## config.mk

```make
export PLATFORM = sky130hd
export DESIGN_NAME = hazard_stall_ctrl
export DESIGN_NICKNAME = d
export VERILOG_FILES = /design/src/rtl/hazard_stall_ctrl.sv
export SDC_FILE = /design/constraint.sdc
export NUM_CORES = 1
export LEC_CHECK = 0
export BUFFER_PORTS_ARGS = -buffer_cell sky130_fd_sc_hd__buf_2
export CAP_MARGIN = 15
export CORE_AREA = 5 5 142 90
export DETAILED_ROUTE_END_ITERATION = 7
export DIE_AREA = 0 0 147 95
export PLACE_DENSITY = 0.76
export SYNTH_ARGS = -nofsm -noshare
export SYNTH_HDL_FRONTEND = slang
export SYNTH_SLANG_ARGS = --single-unit
```

## constraint.sdc

```tcl
create_clock -name clk -period 2 [get_ports clk]
set_clock_uncertainty 0.2 [all_clocks]
set_input_delay 0.4 -clock clk [delete_from_list [all_inputs] [get_ports clk]]
set_output_delay 0.4 -clock clk [all_outputs]
set_load 0.01 [all_outputs]
```

## src/rtl/hazard_stall_ctrl.sv

```systemverilog
// Pipeline hazard controller: stall/flush/redirect generation for load-use,
// I/D-cache misses and taken branches, with a pending-redirect register and perf counters.
module hazard_stall_ctrl #(
  parameter int CNT_W = 32,
  parameter int XLEN  = 32
) (
  input  logic             clk,
  input  logic             rst,
  input  logic [4:0]       rs1D,
  input  logic [4:0]       rs2D,
  input  logic             rs1_usedD,
  input  logic             rs2_usedD,
  input  logic [4:0]       rdE,
  input  logic             memreadE,
  input  logic             branch_takenE,
  input  logic [XLEN-1:0]  branch_targetE,
  input  logic             icache_ready,
  input  logic             dcache_reqM,
  input  logic             dcache_ready,
  output logic             stallF,
  output logic             stallD,
  output logic             stallE,
  output logic             stallM,
  output logic             flushD,
  output logic             flushE,
  output logic             flushW,
  output logic             redirect_valid,
  output logic [XLEN-1:0]  redirect_pc,
  output logic [CNT_W-1:0] stall_cnt,
  output logic [CNT_W-1:0] flush_cnt,
  output logic [1:0]       state
);

  typedef enum logic [1:0] {RUN = 2'd0, IWAIT = 2'd1, IWAIT_REDIR = 2'd2, DWAIT = 2'd3} state_t;

  localparam logic [CNT_W-1:0] CNT_ONE = {{(CNT_W-1){1'b0}}, 1'b1};
  localparam logic [CNT_W-1:0] CNT_MAX = '1;

  state_t            state_q, state_d;
  logic              pend_v_q, pend_v_d;
  logic [XLEN-1:0]   pend_pc_q, pend_pc_d;
  logic [CNT_W-1:0]  stall_cnt_q, stall_cnt_d;
  logic [CNT_W-1:0]  flush_cnt_q, flush_cnt_d;

  logic mstall, istall, lu, br_fire;

  assign mstall = dcache_reqM & ~dcache_ready;
  assign istall = ~icache_ready;
  assign lu     = memreadE & (rdE != 5'd0) &
                  ((rs1_usedD & (rdE == rs1D)) | (rs2_usedD & (rdE == rs2D)));

  always_comb begin
    stallF         = 1'b0;
    stallD         = 1'b0;
    stallE         = 1'b0;
    stallM         = 1'b0;
    flushD         = 1'b0;
    flushE         = 1'b0;
    flushW         = 1'b0;
    redirect_valid = 1'b0;
    redirect_pc    = '0;
    br_fire        = 1'b0;
    pend_v_d       = pend_v_q;
    pend_pc_d      = pend_pc_q;

    if (rst) begin
      pend_v_d  = 1'b0;
      pend_pc_d = '0;
    end else if (mstall) begin
      // Whole pipe frozen; E is held so branch/load-use re-evaluate on release.
      stallF = 1'b1;
      stallD = 1'b1;
      stallE = 1'b1;
      stallM = 1'b1;
      flushW = 1'b1;
    end else if (pend_v_q && icache_ready) begin
      redirect_valid = 1'b1;
      redirect_pc    = pend_pc_q;
      flushD         = 1'b1;
      pend_v_d       = 1'b0;
    end else if (branch_takenE && !pend_v_q && !istall) begin
      redirect_valid = 1'b1;
      redirect_pc    = branch_targetE;
      flushD         = 1'b1;
      flushE         = 1'b1;
      br_fire        = 1'b1;
    end else if (branch_takenE && !pend_v_q) begin
      // Fetch busy: squash now, remember the target until the miss returns.
      flushD    = 1'b1;
      flushE    = 1'b1;
      stallF    = 1'b1;
      pend_v_d  = 1'b1;
      pend_pc_d = branch_targetE;
      br_fire   = 1'b1;
    end else if (lu) begin
      stallF = 1'b1;
      stallD = 1'b1;
      flushE = 1'b1;
    end else if (istall) begin
      stallF = 1'b1;
      flushD = 1'b1;
    end

    if (rst)           state_d = RUN;
    else if (mstall)   state_d = DWAIT;
    else if (pend_v_d) state_d = IWAIT_REDIR;
    else if (istall)   state_d = IWAIT;
    else               state_d = RUN;

    stall_cnt_d = stall_cnt_q;
    if (stallF && (stall_cnt_q != CNT_MAX)) stall_cnt_d = stall_cnt_q + CNT_ONE;
    flush_cnt_d = flush_cnt_q;
    if (br_fire && (flush_cnt_q != CNT_MAX)) flush_cnt_d = flush_cnt_q + CNT_ONE;
  end

  always_ff @(posedge clk) begin
    if (rst) begin
      state_q     <= RUN;
      pend_v_q    <= 1'b0;
      pend_pc_q   <= '0;
      stall_cnt_q <= '0;
      flush_cnt_q <= '0;
    end else begin
      state_q     <= state_d;
      pend_v_q    <= pend_v_d;
      pend_pc_q   <= pend_pc_d;
      stall_cnt_q <= stall_cnt_d;
      flush_cnt_q <= flush_cnt_d;
    end
  end

  assign stall_cnt = stall_cnt_q;
  assign flush_cnt = flush_cnt_q;
  assign state     = state_q;

endmodule

```

==> out/qor.csv <==
metric,value,unit
root buf cell,clkbuf_16,
Leak Pwr,3.61,nW
# setup viols final,71,
CP dominant cell by count,nand2_1,
remaining antenna violation count,0,
Hold Path Cell Cnt,3,
f_max,430,MHz
CTS tree,done,
Buf/Inv on CP,3,
first-pass GRT wire length,28100,microns
Hold Path Class,in -> reg,
#FFs+latches synth,99,
Filler cells,841,
Top Ports,162,
Num CTS Buffers,9,
layout cells sized above 1,50.4,%
final worst path period share,116,%
Startpoint Class,primary input,
Final Power,4.36,mW
R2R setup slack,-0.32,ns
"CTS clk-pin slew, worst paths",0.07,ns
worst-path maximum fanout,3,
pre-CTS setup slack,-0.381,ns
largest family of logic cells by synthesized area,simple AND/OR/NAND/NOR gates,
Reg2Reg Depth,10,
critical setup path kind,in -> out,
initial detailed-routing violation count,312,
final-stage net count,995,
CP endpoint kind,primary output,
Horiz. Die Dim,147,microns
Min Hold Slack,0.107,ns
gr usage total,24.3,%
filler-free cell count of the finished design,1091,
failing checks,setup timing,
Mean Syn Cell Area,7.89,sq um
Area growth syn-to-layout,62.1,%
CP top delay family,simple AND/OR/NAND/NOR gates,
critical path's largest stage delay,0.57,ns
slowest CP cell,or4_4,
Pre-antenna DRT Iters,5,
"Distinct cells, synth",55,
fraction of registers with async set or reset after synthesis,0,%
Longest Clk Path Bufs,2,
Final Hold Viols,0,
placed insts,1047,
Area contributors post-synth,"dfxtp_1 (38%), nand2_1 (7.5%), nor2_1 (6.1%), a21oi_1 (5.3%), a22oi_1 (4.6%)",
hold worst-path end,pend_pc_q[0]$_SDFFE_PP0P_,
WL/cell,17.3,microns
Synth area leader,dfxtp_1,
Worst-Margin Slew,0.559,ns
fin area,8400,sq um
Pwr Density,519,nW/um^2
Max Cap Viol,0,
final WL,18900,microns
routed via count,6124,
vias in the first global route,5780,
Syn Inst Count,657,
"Clk Latency, worst-skew pair",0.34,ns
number of synthesized flops with an enable pin,0,
ys flop type,dfxtp_1,
WP data required,1.40,ns
Initial Util,45.0,%
adder-cell share of the synthesized area,0.483,%
RSZ-0062 raised after global routing,true,
cells along the critical path,buf_6 -> or4_4 -> o2111ai_4 -> nand2_1 -> nand2_1 -> inv_1 -> buf_2,
simple-gate portion of the synthesized area,30.6,%
post-synthesis sequential area ratio,38.2,%
Detailed Place HPWL,11500,microns
total negative setup slack,-14.77,ns
worst r2r src,stall_cnt[9]$_SDFFE_PP0P_,
vias per inst,5.61,
row count,31,
largest net degree at the start of global routing,53,
crit path DAT,1.72,ns
gpl congestion,0.889,
final max-slew violation count,0,
Yosys warnings,0,
core region area,11500,sq um
proportion of synthesized area in mux cells,1.33,%
post-layout util,72.9,%
top cell type's share of synthesized area,38.2,%
DRC violations left,0,
most frequent cells in the layout,"buf_2 (159), buf_4 (114), nand2_1 (100)",
antenna violations before repair,0,
worst IR drop on VDD,0.429,mV
clk sink count,99,
xor/xnor share of the synthesized area,6.08,%
Vert. Die Dim,95,microns
"most common cell after layout, fill and taps aside",buf_2,
area of the mapped netlist,5180,sq um
relative slew slack,62.8,%
outcome,"finished, violations left",
grt ovf,0,
htree depth,3,
Hold Crit Start,branch_targetE[0],
Die Area,14000,sq um
Synth Area in Compound Gates,18.2,%
Placed Area,7070,sq um
IO buf count,161,
Period minus WS final,2.32,ns
r2r endpoint,stall_cnt[1]$_SDFFE_PP0P_,
Synthesized Nets,715,
fin worst setup slack,-0.323,ns
worst max-delay path by stage:
stage / from / endpoint / slack (ns) / depth (start not counted)
after CTS: pend_v_q$_SDFF_PP0_ / redirect_pc[26] / -0.28 / 8
final: rdE[1] / stallF / -0.32 / 7
after global placement: rdE[1] / stall_cnt[0]$_SDFFE_PP0P_ / -0.36 / 9
after global routing: pend_v_q$_SDFF_PP0_ / stall_cnt[9]$_SDFFE_PP0P_ / -0.39 / 9
after floorplan: stall_cnt[5]$_SDFFE_PP0P_ / stall_cnt[25]$_SDFFE_PP0P_ / -0.18 / 7
after detailed placement: rdE[1] / stall_cnt[0]$_SDFFE_PP0P_ / -0.38 / 9
synth_stat cells, types with 3 or more instances:
cell and number:
nand2_1 103, dfxtp_1 99, nor2_1 84, a21oi_1 55, clkbuf_1 35, a22oi_1 32, nand3_1 29, nand4_1 22
xnor2_1 18, xor2_1 18, o31ai_1 15, or3_1 14, or4_1 12, inv_1 11, nor3_1 9, and3_1 8
o21ai_0 8, buf_6 6, nor4_1 6, nor2b_1 5, o41ai_1 5, or2_2 5, and2_1 4, and4_1 4
o211ai_1 4, o21a_1 4, mux2_2 3, o311ai_1 3
per-layer routing:
layer | vias up | track usage, % | routed length (microns)
met5 | - | 0 | 0
met4 | 0 | 7.13 | 474
met3 | 52 | 6.09 | 1360
met2 | 282 | 39.8 | 8920
met1 | 2875 | 32.1 | 8110
li1 | 2915 | - | -
flip-flops by register name, summed over array words and instances, names as in the netlist:
name       count
state          2
stall_cnt     32
pend_v_q       1
pend_pc_q     32
flush_cnt     32
cell families after synthesis:
| logic type | Yosys count |
|---|---|
| and+or+nand+nor | 318 |
| AOI/OAI and AO/OA | 141 |
| DFF | 99 |
| buffers and inverters | 55 |
| xor gates and xnor gates | 36 |
| muxes | 6 |
| adders and majority gates | 2 |
what timing repair did:
action                                  4_1_cts  5_1_grt
gates resized for setup                      81       87
hold buffers                                  0        0
pin swaps                                    42       69
endpoints found under the setup margin       76      108
setup buffers                                13       14
gates cloned                                  4        1
worst min-delay path: stages:
cell and delay (ns):
buf_2 0.10, nand2_1 0.05, a21oi_1 0.05
power breakdown:
part           leakage (nW)  total, mW  internal (mW)  switching (mW)
Clock                 0.140       1.71          0.893           0.813
Sequential            0.819       2.02           2.00          0.0230
Combinational          2.65      0.636          0.293           0.342
layout make-up:
type                            instances  area (sq um)  area share (%)
Inverter                               11          41.3           0.492
Clock buffer                           10           239            2.85
Antenna cell                            1          2.50          0.0298
Sequential cell                        99          2040            24.2
Clock inverter                          6          47.5           0.566
Tap cell                              148           185            2.20
Timing Repair Buffer                  313          2230            26.6
Multi-Input combinational cell        503          3610            43.0
No activity file was read; power rests on OpenSTA's default activity.
